===== src/rtl/term_pkg.sv =====
// rtl/term_pkg.sv - shared constants and FSM state type for the terminal character writer
// Optional feature macro: TERM_TAB_EN adds the TAB_FILL state.
package term_pkg;

    localparam int COLS  = 80;
    localparam int ROWS  = 25;
    localparam int CELLS = COLS * ROWS;

    // Cell value for an empty cell; the display subtracts 1 to get glyph 0x20.
    localparam logic [7:0] BLANK = 8'h21;

    localparam logic [7:0] CHR_BS  = 8'h08;
    localparam logic [7:0] CHR_TAB = 8'h09;
    localparam logic [7:0] CHR_LF  = 8'h0A;
    localparam logic [7:0] CHR_FF  = 8'h0C;
    localparam logic [7:0] CHR_CR  = 8'h0D;

    typedef enum logic [2:0] {
        INIT_CLR,
        IDLE,
        CLR_ROW,
        CLR_ALL
`ifdef TERM_TAB_EN
        , TAB_FILL
`endif
    } term_state_e;

endpackage


===== src/rtl/term_cursor.sv =====
// rtl/term_cursor.sv - cursor column/row/row-base registers with wrap logic
// Ports:
//   clk100, rst          clock, async active-high reset
//   inc_col              advance one cell; at the last column wraps to the next row
//   dec_col              step back one column (no effect at column 0)
//   col_zero             carriage return
//   next_row             line feed, column unchanged
//   home                 column and row to 0
//   col, row, row_base   current cursor; row_base = row*COLS kept without a multiplier
//   next_base            row_base of the row after the current one
//   last_col             cursor sits on column COLS-1
module term_cursor
    import term_pkg::*;
(
    input  logic        clk100,
    input  logic        rst,
    input  logic        inc_col,
    input  logic        dec_col,
    input  logic        col_zero,
    input  logic        next_row,
    input  logic        home,
    output logic [6:0]  col,
    output logic [4:0]  row,
    output logic [10:0] row_base,
    output logic [10:0] next_base,
    output logic        last_col
);

    localparam logic [6:0]  LAST_COL = 7'(COLS - 1);
    localparam logic [4:0]  LAST_ROW = 5'(ROWS - 1);
    localparam logic [10:0] ROW_STEP = 11'(COLS);

    logic last_row;

    assign last_col  = (col == LAST_COL);
    assign last_row  = (row == LAST_ROW);
    // No scrolling: the row after the bottom one is the top one.
    assign next_base = last_row ? 11'd0 : row_base + ROW_STEP;

    always_ff @(posedge clk100 or posedge rst) begin
        if (rst) begin
            col      <= '0;
            row      <= '0;
            row_base <= '0;
        end else if (home) begin
            col      <= '0;
            row      <= '0;
            row_base <= '0;
        end else if (next_row || (inc_col && last_col)) begin
            row      <= last_row ? 5'd0 : row + 5'd1;
            row_base <= next_base;
            if (inc_col) begin
                col <= '0;
            end
        end else if (inc_col) begin
            col <= col + 7'd1;
        end else if (dec_col && (col != 7'd0)) begin
            col <= col - 7'd1;
        end else if (col_zero) begin
            col <= '0;
        end
    end

endmodule


===== src/rtl/term_char_writer.sv =====
// rtl/term_char_writer.sv - byte stream to 80x25 character RAM writer with cursor
// Ports:
//   clk100, rst              clock, async active-high reset
//   in_valid, in_data        incoming byte; accepted when in_ready is high
//   in_ready                 high exactly while the FSM is in IDLE
//   wr_en, wr_addr, wr_data  registered index RAM write port
//   cur_col, cur_row         cursor position
// Optional feature macro: TERM_TAB_EN enables tab expansion to the next multiple of 8.
module term_char_writer
    import term_pkg::*;
(
    input  logic        clk100,
    input  logic        rst,
    input  logic        in_valid,
    input  logic [7:0]  in_data,
    output logic        in_ready,
    output logic        wr_en,
    output logic [10:0] wr_addr,
    output logic [7:0]  wr_data,
    output logic [6:0]  cur_col,
    output logic [4:0]  cur_row
);

    term_state_e state, state_d;
    logic [10:0] cnt, cnt_d;
    logic        wr_en_d;
    logic [10:0] wr_addr_d;
    logic [7:0]  wr_data_d;

    logic        inc_col, dec_col, col_zero, next_row, home;
    logic [10:0] row_base, next_base, cell_addr;
    logic        last_col;
    logic        accept;

    term_cursor u_cursor (
        .clk100    (clk100),
        .rst       (rst),
        .inc_col   (inc_col),
        .dec_col   (dec_col),
        .col_zero  (col_zero),
        .next_row  (next_row),
        .home      (home),
        .col       (cur_col),
        .row       (cur_row),
        .row_base  (row_base),
        .next_base (next_base),
        .last_col  (last_col)
    );

    assign cell_addr = row_base + {4'd0, cur_col};
    assign accept    = in_valid && in_ready;

    // Clears issue one write per cycle; cnt is the next cell offset. The state
    // holds one extra cycle while the last write is on the port, so in_ready
    // rises on the cycle right after the final write.
    always_comb begin
        state_d   = state;
        cnt_d     = cnt;
        wr_en_d   = 1'b0;
        wr_addr_d = wr_addr;
        wr_data_d = wr_data;
        inc_col   = 1'b0;
        dec_col   = 1'b0;
        col_zero  = 1'b0;
        next_row  = 1'b0;
        home      = 1'b0;

        case (state)
            INIT_CLR, CLR_ALL: begin
                if (cnt == 11'(CELLS)) begin
                    state_d = IDLE;
                end else begin
                    wr_en_d   = 1'b1;
                    wr_addr_d = cnt;
                    wr_data_d = BLANK;
                    cnt_d     = cnt + 11'd1;
                end
            end
            CLR_ROW: begin
                if (cnt == 11'(COLS)) begin
                    state_d = IDLE;
                end else begin
                    wr_en_d   = 1'b1;
                    wr_addr_d = row_base + cnt;
                    wr_data_d = BLANK;
                    cnt_d     = cnt + 11'd1;
                end
            end
`ifdef TERM_TAB_EN
            TAB_FILL: begin
                wr_en_d   = 1'b1;
                wr_addr_d = cell_addr;
                wr_data_d = BLANK;
                inc_col   = 1'b1;
                if (last_col) begin
                    state_d = CLR_ROW;
                    cnt_d   = '0;
                end else if (cur_col[2:0] == 3'd7) begin
                    state_d = IDLE;
                end
            end
`endif
            IDLE: begin
                if (accept) begin
                    if (in_data >= 8'h20) begin
                        wr_en_d   = 1'b1;
                        wr_addr_d = cell_addr;
                        wr_data_d = in_data + 8'd1;
                        inc_col   = 1'b1;
                        if (last_col) begin
                            state_d = CLR_ROW;
                            cnt_d   = '0;
                        end
                    end else begin
                        case (in_data)
                            CHR_CR: col_zero = 1'b1;
                            CHR_LF: begin
                                // First blank of the new row goes out with the accept.
                                next_row  = 1'b1;
                                wr_en_d   = 1'b1;
                                wr_addr_d = next_base;
                                wr_data_d = BLANK;
                                cnt_d     = 11'd1;
                                state_d   = CLR_ROW;
                            end
                            CHR_BS: begin
                                if (cur_col != 7'd0) begin
                                    dec_col   = 1'b1;
                                    wr_en_d   = 1'b1;
                                    wr_addr_d = cell_addr - 11'd1;
                                    wr_data_d = BLANK;
                                end
                            end
                            CHR_FF: begin
                                home      = 1'b1;
                                wr_en_d   = 1'b1;
                                wr_addr_d = '0;
                                wr_data_d = BLANK;
                                cnt_d     = 11'd1;
                                state_d   = CLR_ALL;
                            end
`ifdef TERM_TAB_EN
                            CHR_TAB: begin
                                wr_en_d   = 1'b1;
                                wr_addr_d = cell_addr;
                                wr_data_d = BLANK;
                                inc_col   = 1'b1;
                                if (last_col) begin
                                    state_d = CLR_ROW;
                                    cnt_d   = '0;
                                end else if (cur_col[2:0] != 3'd7) begin
                                    state_d = TAB_FILL;
                                end
                            end
`endif
                            default: ;
                        endcase
                    end
                end
            end
            default: state_d = INIT_CLR;
        endcase
    end

    always_ff @(posedge clk100 or posedge rst) begin
        if (rst) begin
            state    <= INIT_CLR;
            cnt      <= '0;
            wr_en    <= 1'b0;
            wr_addr  <= '0;
            wr_data  <= '0;
            in_ready <= 1'b0;
        end else begin
            state    <= state_d;
            cnt      <= cnt_d;
            wr_en    <= wr_en_d;
            wr_addr  <= wr_addr_d;
            wr_data  <= wr_data_d;
            in_ready <= (state_d == IDLE);
        end
    end

endmodule


===== config.mk =====
export PLATFORM = sky130hd
export DESIGN_NAME = term_char_writer
export DESIGN_NICKNAME = d
export VERILOG_FILES = /design/src/rtl/term_pkg.sv /design/src/rtl/term_cursor.sv /design/src/rtl/term_char_writer.sv
export SDC_FILE = /design/constraint.sdc
export NUM_CORES = 1
export LEC_CHECK = 0
export CAP_MARGIN = 20
export CORE_ASPECT_RATIO = 0.5
export CORE_MARGIN = 2
export CORE_UTILIZATION = 64
export CTS_BUF_LIST = sky130_fd_sc_hd__clkbuf_16
export CTS_CLUSTER_DIAMETER = 40
export DETAILED_ROUTE_END_ITERATION = 16
export PLACE_DENSITY = 0.88
export SYNTH_ARGS = -nofsm -noshare
export SYNTH_HDL_FRONTEND = slang
export SYNTH_HIERARCHICAL = 1
export SYNTH_SLANG_ARGS = --single-unit

===== constraint.sdc =====
create_clock -name clk100 -period 7.6 [get_ports clk100]
set_input_delay 1.14 -clock clk100 [delete_from_list [all_inputs] [get_ports clk100]]
set_output_delay 1.14 -clock clk100 [all_outputs]
set_load 0.005 [all_outputs]

# == Yosys cells after proc, flatten, opt, wreduce, memory -nomap -nowiden ==
# Cells that the tools add are included.
# classes
addsub,9
magnitude_cmp,1
n_eq_ne,21
mux,66
n_reduce_logical,15
# ops
operator,count
11-bit 2-to-1 mux,14
11-bit one-hot mux with 3 select lines,3
7-bit 2-to-1 mux,6
8-bit 2-to-1 mux,5
8-bit by 4-bit equality test with 1-bit output (second input constant),4
1-bit 2-to-1 mux,24
8-bit one-hot mux with 3 select lines,1
6-bit AND reduction,3
8-bit one-hot mux with 2 select lines,1
3-bit 2-to-1 mux,5
5-bit 2-to-1 mux,3
11-bit by 1-bit adder with 11-bit output (second input constant),1
11-bit adder,1
11-bit by 7-bit adder with 11-bit output,1
11-bit by 7-bit adder with 11-bit output (second input constant),1
11-bit equality test (second input constant),1
11-bit by 7-bit equality test with 1-bit output (second input constant),1
11-bit by 1-bit subtractor with 11-bit output (second input constant),1
3-bit one-hot mux with 3 select lines,1
8-bit by 1-bit adder with 8-bit output (second input constant),1
8-bit by 6-bit greater-or-equal comparator with 1-bit output (second input constant),1
4-bit inequality test (second input constant),2
7-bit by 1-bit adder with 7-bit output (second input constant),1
7-bit equality test (second input constant),1
21 further kinds,29
# totals
register_bits,58
in_bits,11
output_inout_bits,33
elab_cells,121

# == Logic depth before layout (Yosys ltp) ==
# logic_depth
ltp_word,11
mapped_depth,11

# == Cells and area by module ==
# The synthesis kept the hierarchy.
# modules_own_cells
module,instances,cells_each,area_each_um2,seq_area_each_um2
term_char_writer,1,411,3407.0,875.8
term_cursor,1,174,1530.2,575.6

# == Worst setup path after synthesis ==
# OpenSTA, ideal clock, no wires.
# synth_path
path_kind,input port to flip-flop
startpoint,input in_data[0]
endpoint,register u_cursor.col[4]
setup_ns,0.122
t_arrival_ns,3.144
setup_slack_ns,4.334
path_stages,11
n_path_buf,0
path_cell_list,inv_1 ha_1 and3b_1 nand2_1 nor2_1 nand2_1 nor3_1 nor2_1 a311o_1 and2_1 a32o_1
# synth_via
elab_chain_len,10
elab_cells_between_ends,34
cone_classes,order compare (1); eq/ne (5); mux (23); reduce/logical (5)
# synth_lines
item,line_no,source
start: declaration,term_char_writer.sv:15,"input logic [7:0] in_data,"
branches (longest 2 deep; another with 8-bit by 6-bit greater-or-equal comparator with 1-bit output),n/a,
1-bit 2-to-1 mux *,term_char_writer.sv:105,if (in_data >= 8'h20) begin
1-bit 2-to-1 mux *,term_char_writer.sv:104,if (accept) begin
1-bit 2-to-1 mux *,term_char_writer.sv:68,case (state)
net dec_col,term_char_writer.sv:30,"logic inc_col, dec_col, col_zero, next_row, home;"
1-bit logical AND *,term_cursor.sv:57,end else if (dec_col && (col != 7'd0)) begin
7-bit 2-to-1 mux,term_cursor.sv:57,
7-bit 2-to-1 mux,term_cursor.sv:55,end else if (inc_col) begin
7-bit 2-to-1 mux,term_cursor.sv:49,end else if (next_row || (inc_col && last_col)) begin
7-bit 2-to-1 mux,term_cursor.sv:45,end else if (home) begin
end signal: assignment,term_cursor.sv:56,col <= col + 7'd1;
end signal: assignment,term_cursor.sv:58,col <= col - 7'd1;
end: declaration,term_cursor.sv:22,"output logic [6:0] col,"
# Mark *: on every way through the listed nets, which the timed path passes.
# A chain may end at the register's enable or synchronous reset.

# == Final worst setup path ==
# Same ends and word-level chain as after synthesis.

==> impl_metrics.yaml <==
synthesis:
  syn_inst: 585
  async_flop_share: 1.00
  synth_edf_count: 0
  synth_cell_types: 90
  ys.flop_type: "dfrtp_1"
  yosys_warnings: 6
  syn_area_um2: 4940
  syn_nets: 628
  ys_seq_area_frac: 0.294
  synth-seq-cells: 58
  syn_area_per_cell_um2: 8.44
power:
  leakage_nw: 2.38
  switching_share: 0.304
  p_total_uw: 984
  net-switching-power_uw: 299
  power_density_nw_per_um2: 173
  ir_worst_vdd_mv: 0.138
  seqPwrFrac: 0.391
  p_int_uw: 685
  clkPwrFrac: 0.404
  comb_power_share: 0.205
floorplanning:
  rows: 22
  die_h_um: 66.1
  ios: 44
  dieWidth_um: 128
  coreArea_um2: 7400
  initial_core_util: 0.667
  die_area_um2: 8480
drt:
  num_vias: 4906
  drc_errors: 0
  routedWlPerCell_um: 19.5
  firstDrtPassIters: 6
  first_iter_violations: 550
  routed_wl_mm: 14.0
  vias_per_cell: 6.81
  final_antenna_net_count: 0
clock_network:
  cts_root_buf: "clkbuf_16"
  cts_setup_buffers: 0
  cts.sinks: 58
  ctsResizeCount: 0
  cts.path.max_buffers: 2
  cts-buffers-inserted: 9
  clkTransAtPathRegs_ns: 0.05
  tritoncts: "done"
  h-tree-depth: 3
  clk_latency_ns: 0.34
  ctsHoldBuffers: 0
global_routing:
  grt_max_degree: 36
  overflow: 0
  grt.total_usage: 0.351
  antenna_found_initial: 0
  grt_pass1_wl_mm: 22.7
  first_global_vias: 4505
timing:
  finalCritPeriodShare: 0.577
  slew_viol_final: 0
  finalSetupTns_ns: 0
  rsz0062_at_grt: "no"
  finalSetupViolCount: 0
  finalCriticalPeriod_ns: 4.39
  worst_pin_slew_ns: 1.01
  fmax_ghz: 0.228
  relSlewSlack: 0.320
  finClkSkew_ns: 0.00405
  hold_viol_final: 0
  fin_ws_ns: 3.21
worst_setup_path:
  reg2reg_depth: 8
  path_max_fanout: 13
  critPathLaunchType: "input port"
  cp-end-kind: "flop"
  regToRegEndpoint: "u_cursor/col[4]"
  reg2reg_slack_ns: 4.50
  worstPathArrival_ns: 4.67
  endpoint: "u_cursor/col[4]"
  worst-setup-path-type: "input port to flop"
  startpoint: "in_data[0]"
  r2r_start: "state[1]"
  worstPathRequired_ns: 7.88
final_layout:
  drive_above_1_share: 0.0801
  diodes: 0
  nets: 662
  area_growth_pct: 14.9
  mostFrequentLayoutCell: "dfrtp_1"
  layout_common_cells: "dfrtp_1, nand2_1, nor2_1"
worst_hold_path:
  min_path_type: "flop to flop"
  worstHoldStart: "wr_data[7]"
placement:
  gp_routability_congestion: 0.976
  portBuffers: 43
  pre_cts_ws_ns: 3.03
  hpwl_mm: 10.3
job:
  maxCapViolations: 0
outcome:
  status: "finished, final reports clean"
-- cells by family after synthesis --
| logic type | share of synthesized area |
|---|---|
| other cells | 0.000760 |
| compound gates | 0.265 |
| simple gates | 0.248 |
| mux | 0.0106 |
| buf+inv | 0.0507 |
| fa+ha+maj | 0.0841 |
| flops | 0.294 |
| xor+xnor | 0.0471 |
-- flip-flops by register name (all words and copies together), names as in the netlist, 3 cells and up --
name,count
u_cursor/col,7
u_cursor/row_base,11
u_cursor/row,5
wr_addr,11
state,3
wr_data,8
cnt,11
-- worst max-delay path, cell delays in order --
cell and delay [ns]:
clkdlybuf4s50_1 0.50, inv_1 0.12, ha_1 0.22, and3b_1 0.27, nand2_1 0.29, nor2_1 0.45, nand2_1 0.19, nor3_1 0.60
a21bo_2 0.30, o311ai_0 0.35, a32o_1 0.22
-- Yosys cell counts, types with 4 or more instances --
master / number / share of area
nor2b_1: 6 / 0.0076
nand4_1: 7 / 0.0089
o2111ai_1: 6 / 0.011
o21ai_0: 37 / 0.038
a32o_1: 4 / 0.0081
o41ai_1: 5 / 0.0089
buf_2: 8 / 0.0081
o211ai_1: 9 / 0.014
o21a_1: 9 / 0.014
and2_1: 15 / 0.019
nor2_1: 49 / 0.037
o31ai_1: 9 / 0.014
xnor2_1: 12 / 0.021
clkbuf_1: 11 / 0.0084
dfrtp_1: 58 / 0.29
xor2_1: 12 / 0.021
a31oi_1: 13 / 0.016
nand2b_1: 5 / 0.0063
nand2_1: 53 / 0.040
inv_1: 29 / 0.022
a21oi_1: 35 / 0.035
nor3_1: 13 / 0.013
and3_1: 10 / 0.013
nor4_1: 4 / 0.0051
ha_1: 30 / 0.076
nand3_1: 28 / 0.028
or3_1: 5 / 0.0063
-- area by class of cell --
class,instances,area [um2]
clock buffers,9,225
clock inverters,7,60.1
repair buffers,48,468
flip-flops and latches,58,1450
fillers,545,1730
inverters,29,109
well taps,96,120
multi-input cells,473,3240
-- metrics by stage --
| step | cell area [um2] | util | std cells | hold slack, ns |
|---|---|---|---|---|
| final | 5670 | 0.766 | 720 | 0.471 |
| after global routing | 5670 | 0.766 | 720 | 0.496 |
| after CTS | 5670 | 0.766 | 720 | 0.475 |
| after detailed placement | 5390 | 0.728 | 704 | 0.465 |
| after global placement | 5390 | 0.728 | 704 | 0.456 |
| after floorplan | 4940 | - | 585 | 0.463 |
-- layer usage --
| layer | GRT usage | routed length, um | vias up | part of all wire |
|---|---|---|---|---|
| met4 | 0.117 | 261 | 2 | 0.019 |
| met5 | 0 | 25 | - | 0.0018 |
| li1 | - | - | 2256 | - |
| met1 | 0.474 | 6030 | 2329 | 0.43 |
| met3 | 0.0939 | 1510 | 31 | 0.11 |
| met2 | 0.552 | 6200 | 288 | 0.44 |
-- power by group through the flow --
stage / registers [mW] / logic (mW) / clock network [mW]
floorplan: 0.373 / 0.132 / 0
global placement: 0.387 / 0.195 / 0
detailed placement: 0.388 / 0.200 / 0
CTS: 0.383 / 0.201 / 0.400
global route: 0.390 / 0.224 / 0.412
finish: 0.384 / 0.202 / 0.398
-- worst min-delay path by stage --
stage / to / slack [ns] / cells past startpoint
floorplan: wr_addr[2] / 0.46 / 2
global placement: wr_data[1] / 0.46 / 2
detailed placement: wr_data[3] / 0.46 / 2
CTS: wr_data[1] / 0.48 / 2
global route: wr_data[2] / 0.50 / 2
finish: wr_data[7] / 0.47 / 2
Note: power is estimated with default switching activity, not from simulation.
==> RTL change 1 (same settings) <==
Build with the macro `TERM_TAB_EN` defined.
--- a/src/rtl/term_pkg.sv
+++ b/src/rtl/term_pkg.sv
@@ -1,4 +1,6 @@
 // rtl/term_pkg.sv - shared constants and FSM state type for the terminal character writer
 // Optional feature macro: TERM_TAB_EN adds the TAB_FILL state.
+`define TERM_TAB_EN
+
 package term_pkg;
 
Function: same outputs for any inputs over 10 cycles, from zero or initial values and one cycle with rst high; that may be too few to reach the edited logic, so the function may still have changed.
==> RTL change 1 against the original RTL <==
- final area down 0.75%
- area after synthesis fell by 0.38%
- critical endpoint unchanged
- setup slack gained 0.10 ns
- critical path type unchanged
- count of clock-buffer cells in the layout unchanged
- via count grew 1.7%
- wire length is 2.7% higher
- sequential cell count did not move
Power is not compared: it rests on default switching activity, and its combinational part moved more than twofold at a synthesized area within 25%.
==> RTL change 1: results (changes against the original RTL) <==
Clock network
  – Clk buf depth: 2 (unchanged)
  – Total CTS buffers: 9 (unchanged)
  – Clock transition at path regs: 0.05 ns (about the same)
  – Root buffer cell: clkbuf_16

Synth
  – Most frequent cells after synthesis: nand2_1, nor2_1, dfrtp_1
  – Post-Syn Nets: 655 (+4.3%)
  – Sequential area share after synthesis: 29.51% (+0.11 points)
  – Ranking of synthesized cells by area: dfrtp_1, ha_1, nand2_1
  – Synth unique cells: 82 (-8.9%)
  – Synthesis Warnings: 6 (unchanged)
  – Syn_area_per_cell: 8.037 µm² (-4.8%)
  – Synth Cell Area: 0.004918 mm² (-0.38%)

Critical path
  – Slowest CP cell: or3_1
  – Top delay family on crit path: simple AND/OR/NAND/NOR gates
  – R2R depth: 9 (+1)
  – CP Max Fanout: 8 (-5)
  – Max stage delay on crit path: 0.58 ns (-0.02 ns)
  – WP data arrival: 4.54 ns (-0.13 ns)

Cells and area
  – ANT cells: 0 (unchanged)
  – Final nets: 689 (+4.1%)
  – Final std cells w/o fill: 747 (+3.8%)
  – Share of post-route cells with drive strength above 1: 6.605% (-1.4 points)

Placed design
  – Placed cells: 731 (+3.8%)
  – Pre-CTS setup slack: 3.070 ns (+0.03982 ns)
  – GPL Wtd Cong: 0.9987 (+2.4%)
  – I/O Buffers: 43 (unchanged)
  – Post-DP Area: 0.005376 mm² (-0.23%)
  – Dpl hpwl: 10,650 µm (+3.9%)

Global routing
  – Vias in the first global route: 4,534 (+0.64%)
  – Global-route wire length before repair: 23,240 µm (+2.4%)
  – GRT Overall Usage: 36.14% (+1.0 points)

Outcome
  – Status: complete, no violations

Drt
  – Via count: 4,987 (+1.7%)
  – 1st-iter DRT viols: 571 (+3.8%)
  – Routed WL: 14,410 µm (+2.7%)
  – DR pass1 iterations: 5 (-1)

Timing
  – Slew headroom: 32.93% (+0.94 points)
  – Clock Skew: 0.008560 ns (+0.004508 ns)

Min path
  – Hold Path Class: flip-flop to flip-flop
[RTL change 1: final timing paths]
path	endpoint	slack [ns]	startpoint
max	u_cursor/col[4]	3.31	in_data[5]
min	wr_data[1]	0.47	wr_data[1]
max reg2reg	wr_addr[10]	4.36	u_cursor/col[0]
min reg2reg	wr_data[1]	0.47	wr_data[1]
max in group asynchronous	u_cursor/row_base[5]	5.73	rst
min in group asynchronous	cnt[9]	1.25	rst
[RTL change 1: routing by layer]
| metal | up-vias | track usage (%) | wire (µm) |
|---|---|---|---|
| li1 | 2323 | - | - |
| met1 | 2382 | 49.85 | 6305 |
| met2 | 253 | 54.34 | 6037 |
| met3 | 29 | 12.06 | 1804 |
| met4 | 0 | 10.30 | 266 |
| met5 | - | 0 | 0 |
[RTL change 1: cell families (layout without fill, tap and decap cells)]
group | Yosys count | count (layout) | synth area share [%]
AOI/OAI and AO/OA | 192 | 192 | 27.25
and+or+nand+nor | 260 | 260 | 26.08
DFF | 58 | 58 | 29.51
xor gates and xnor gates | 22 | 22 | 3.918
muxes | 2 | 2 | 0.4070
adders and majority gates | 32 | 32 | 8.446
buffers and inverters | 46 | 85 | 4.401
[RTL change 1: area by class of cell]
| class | count | area, µm² |
|---|---|---|
| sequential | 58 | 1451 |
| inverter | 22 | 82.58 |
| fill | 556 | 1745 |
| timing repair buffer | 47 | 460.4 |
| multi-input combinational | 508 | 3262 |
| clock inverter | 7 | 30.03 |
| tap | 96 | 120.1 |
| clock buffer | 9 | 225.2 |
[RTL change 1: report_power, final]
group          internal (mW)  switching, mW  total (mW)
registers              0.309              0       0.309
clock network          0.213          0.140       0.354
logic                0.00870         0.0161      0.0248
total                  0.531          0.156       0.688
==> RTL change 2 (same settings) <==
Without the edit above. Encoding of `term_state_e`: now one-hot (4 bits for 4 states).
--- a/src/rtl/term_pkg.sv
+++ b/src/rtl/term_pkg.sv
@@ -16,9 +16,9 @@
     localparam logic [7:0] CHR_CR  = 8'h0D;
 
-    typedef enum logic [2:0] {
-        INIT_CLR,
-        IDLE,
-        CLR_ROW,
-        CLR_ALL
+    typedef enum logic [3:0] {
+        INIT_CLR = 4'b0001,
+        IDLE     = 4'b0010,
+        CLR_ROW  = 4'b0100,
+        CLR_ALL  = 4'b1000
 `ifdef TERM_TAB_EN
         , TAB_FILL
Formal check against the unedited RTL: no difference found for any inputs over 10 cycles, from zero or initial values and one cycle with rst high; not proved beyond that.
==> RTL change 2 against the original RTL <==
- utilization grew 0.59 points
- clock power shrank 10%
- combinational power shrank 14%
- non-clock buffer count shrank 1
- power shrank 5.6%
- wire length shrank 0.29%
- setup slack lost 0.38 ns
- die area grew 2.2%
- cell count grew 4.3%
- sequential cell count grew 1
- sequential power grew 4%
- final area grew 1.9%
- area after synthesis grew 2.3%
- critical path type unchanged
- critical endpoint unchanged
==> RTL change 2: results (changes against the original RTL) <==
Outcome
  – Status: complete, no violations

Synth
  – Synth unique cells: 87 (-3.3%)
  – Most frequent cells after synthesis: dfrtp_1, nor2_1, nand2_1
  – Post-synth ARST share: 100.0% (unchanged)
  – Synthesis Warnings: 6 (unchanged)
  – Synth Instances: 608 (+3.9%)
  – Post-Syn Nets: 651 (+3.7%)
  – Mux cell area share after synthesis: 0.5946% (-0.47 points)
  – Synth Area in XOR/XNOR: 3.816% (-0.90 points)
  – Post-synthesis compound-gate area fraction: 27.60% (+1.1 points)
  – Ranking of synthesized cells by area: dfrtp_1, ha_1, o21ai_0
  – Sequential area share after synthesis: 29.26% (-0.14 points)
  – Synth Area in Adders: 8.226% (-0.19 points)

Drt
  – Uppermost layer routed: met4
  – Met3 WL: 1614 µm (+7.2%)
  – DR pass1 iterations: 8 (+2)
  – Per-cell routed wire length: 18.63 µm (-4.4%)
  – Met1 wire length: 6256 µm (+3.7%)
  – Met2 WL: 5933 µm (-4.4%)
  – Via count: 5,051 (+3.0%)
  – 1st-iter DRT viols: 500 (-9.1%)

Min path
  – End of the worst hold path: wr_data[1]
  – Worst hold stages: 2 (unchanged)
  – Hold_sp: wr_data[1]

Placed design
  – GPL Wtd Cong: 0.9787 (+0.32%)
  – Pre-CTS setup slack: 2.706 ns (-0.3244 ns)
  – Post-DP Area: 0.005517 mm² (+2.4%)
  – Dpl hpwl: 10,160 µm (-0.89%)
  – I/O Buffers: 43 (unchanged)
  – Placed cells: 735 (+4.4%)

Critical path
  – R2R depth: 9 (+1)
  – CP Max Fanout: 14 (+1)
  – R2R Path Start: state[2]
  – Slowest CP cell: nand4b_1
  – Critical R2R Capture: u_cursor/row_base[6]
  – WP data arrival: 5.00 ns (+0.33 ns)
  – Reg2Reg Setup Slack: 3.99 ns (-0.51 ns)
  – Max stage delay on crit path: 0.66 ns (+0.06 ns)

Clock network
  – H-tree depth: 3 (unchanged)
  – Total CTS buffers: 9 (unchanged)
  – Post-CTS Setup Repair Bufs: 0 (unchanged)

Global routing
  – Vias in the first global route: 4,562 (+1.3%)
  – Met3 Usage GRT: 11.16% (+1.8 points)
  – Met1 usage: 48.02% (+0.62 points)
  – Pin count of the biggest net entering global routing: 37 (+2.8%)
  – Met2 global-route usage: 53.60% (-1.6 points)
  – Initial antenna violation count: 0 (unchanged)
  – Global-route wire length before repair: 22,790 µm (+0.42%)
  – GRT Overall Usage: 34.90% (-0.22 points)

Cells and area
  – Final nets: 682 (+3.0%)
  – Final std cells w/o fill: 751 (+4.3%)
  – Share of post-route cells with drive strength above 1: 7.154% (-0.86 points)
  – Biggest regs: cnt x11, u_cursor/row_base x11, wr_addr x11
  – ANT cells: 0 (unchanged)

Power and ir drop
  – LEAKAGE: 2.383 nW (about the same)
  – Peak VDD IR: 0.0001108 V (-20%)

Timing
  – Slew headroom: 40.80% (+8.8 points)
  – Clock Skew: 0.008314 ns (+0.004263 ns)
  – Worst hold slack: 0.4689 ns (-0.002045 ns)
## RTL change 2: changes by cell type after synthesis, sizes merged, moves of 4 or more
cell / before / now
a211o: 1 / 5
a21oi: 37 / 42
a31oi: 14 / 9
and2: 15 / 19
buf: 14 / 9
clkbuf: 11 / 18
inv: 29 / 24
nand2: 54 / 50
nand3: 29 / 33
nor3: 14 / 19
o21ai: 40 / 45
o31ai: 9 / 13
## RTL change 2: worst max path at each step
stage,from,endpoint,slack [ns],cells after the start
after floorplan,in_data[0],u_cursor/col[6],4.53,9
after global placement,in_data[5],u_cursor/col[4],2.88,10
after detailed placement,in_data[5],u_cursor/col[4],2.71,10
after CTS,in_data[5],u_cursor/col[4],3.01,10
after global routing,in_data[5],u_cursor/col[4],2.55,10
final,in_data[5],u_cursor/col[4],2.83,10
## RTL change 2: power by group
group          total, mW  switching (mW)  leakage, nW  internal (mW)
logic              0.174          0.0829         1.50         0.0911
registers          0.398          0.0497        0.753          0.349
clock network      0.357           0.144        0.135          0.213
## RTL change 2: area by class of cell
| cell class | count | area [µm²] |
|---|---|---|
| inverter | 24 | 90.09 |
| clock buffer | 9 | 225.2 |
| multi-input combinational | 498 | 3361 |
| sequential | 59 | 1478 |
| tap | 108 | 135.1 |
| fill | 539 | 1705 |
| clock inverter | 6 | 26.28 |
| timing repair buffer | 47 | 466.7 |
## RTL change 2: worst min-delay path: stages, from the launching register on
cell	delay, ns
dfrtp_1	0.33
nand2_1	0.05
nand2_1	0.05
## RTL change 2: kinds of logic after synthesis
kind of cell / count (synthesis)
AND/OR/NAND/NOR: 240
AO/OA/AOI/OAI: 201
flip-flops: 59
buffers and inverters: 51
adder cells (fa/ha/maj): 32
XOR/XNOR: 22
multiplexers: 3
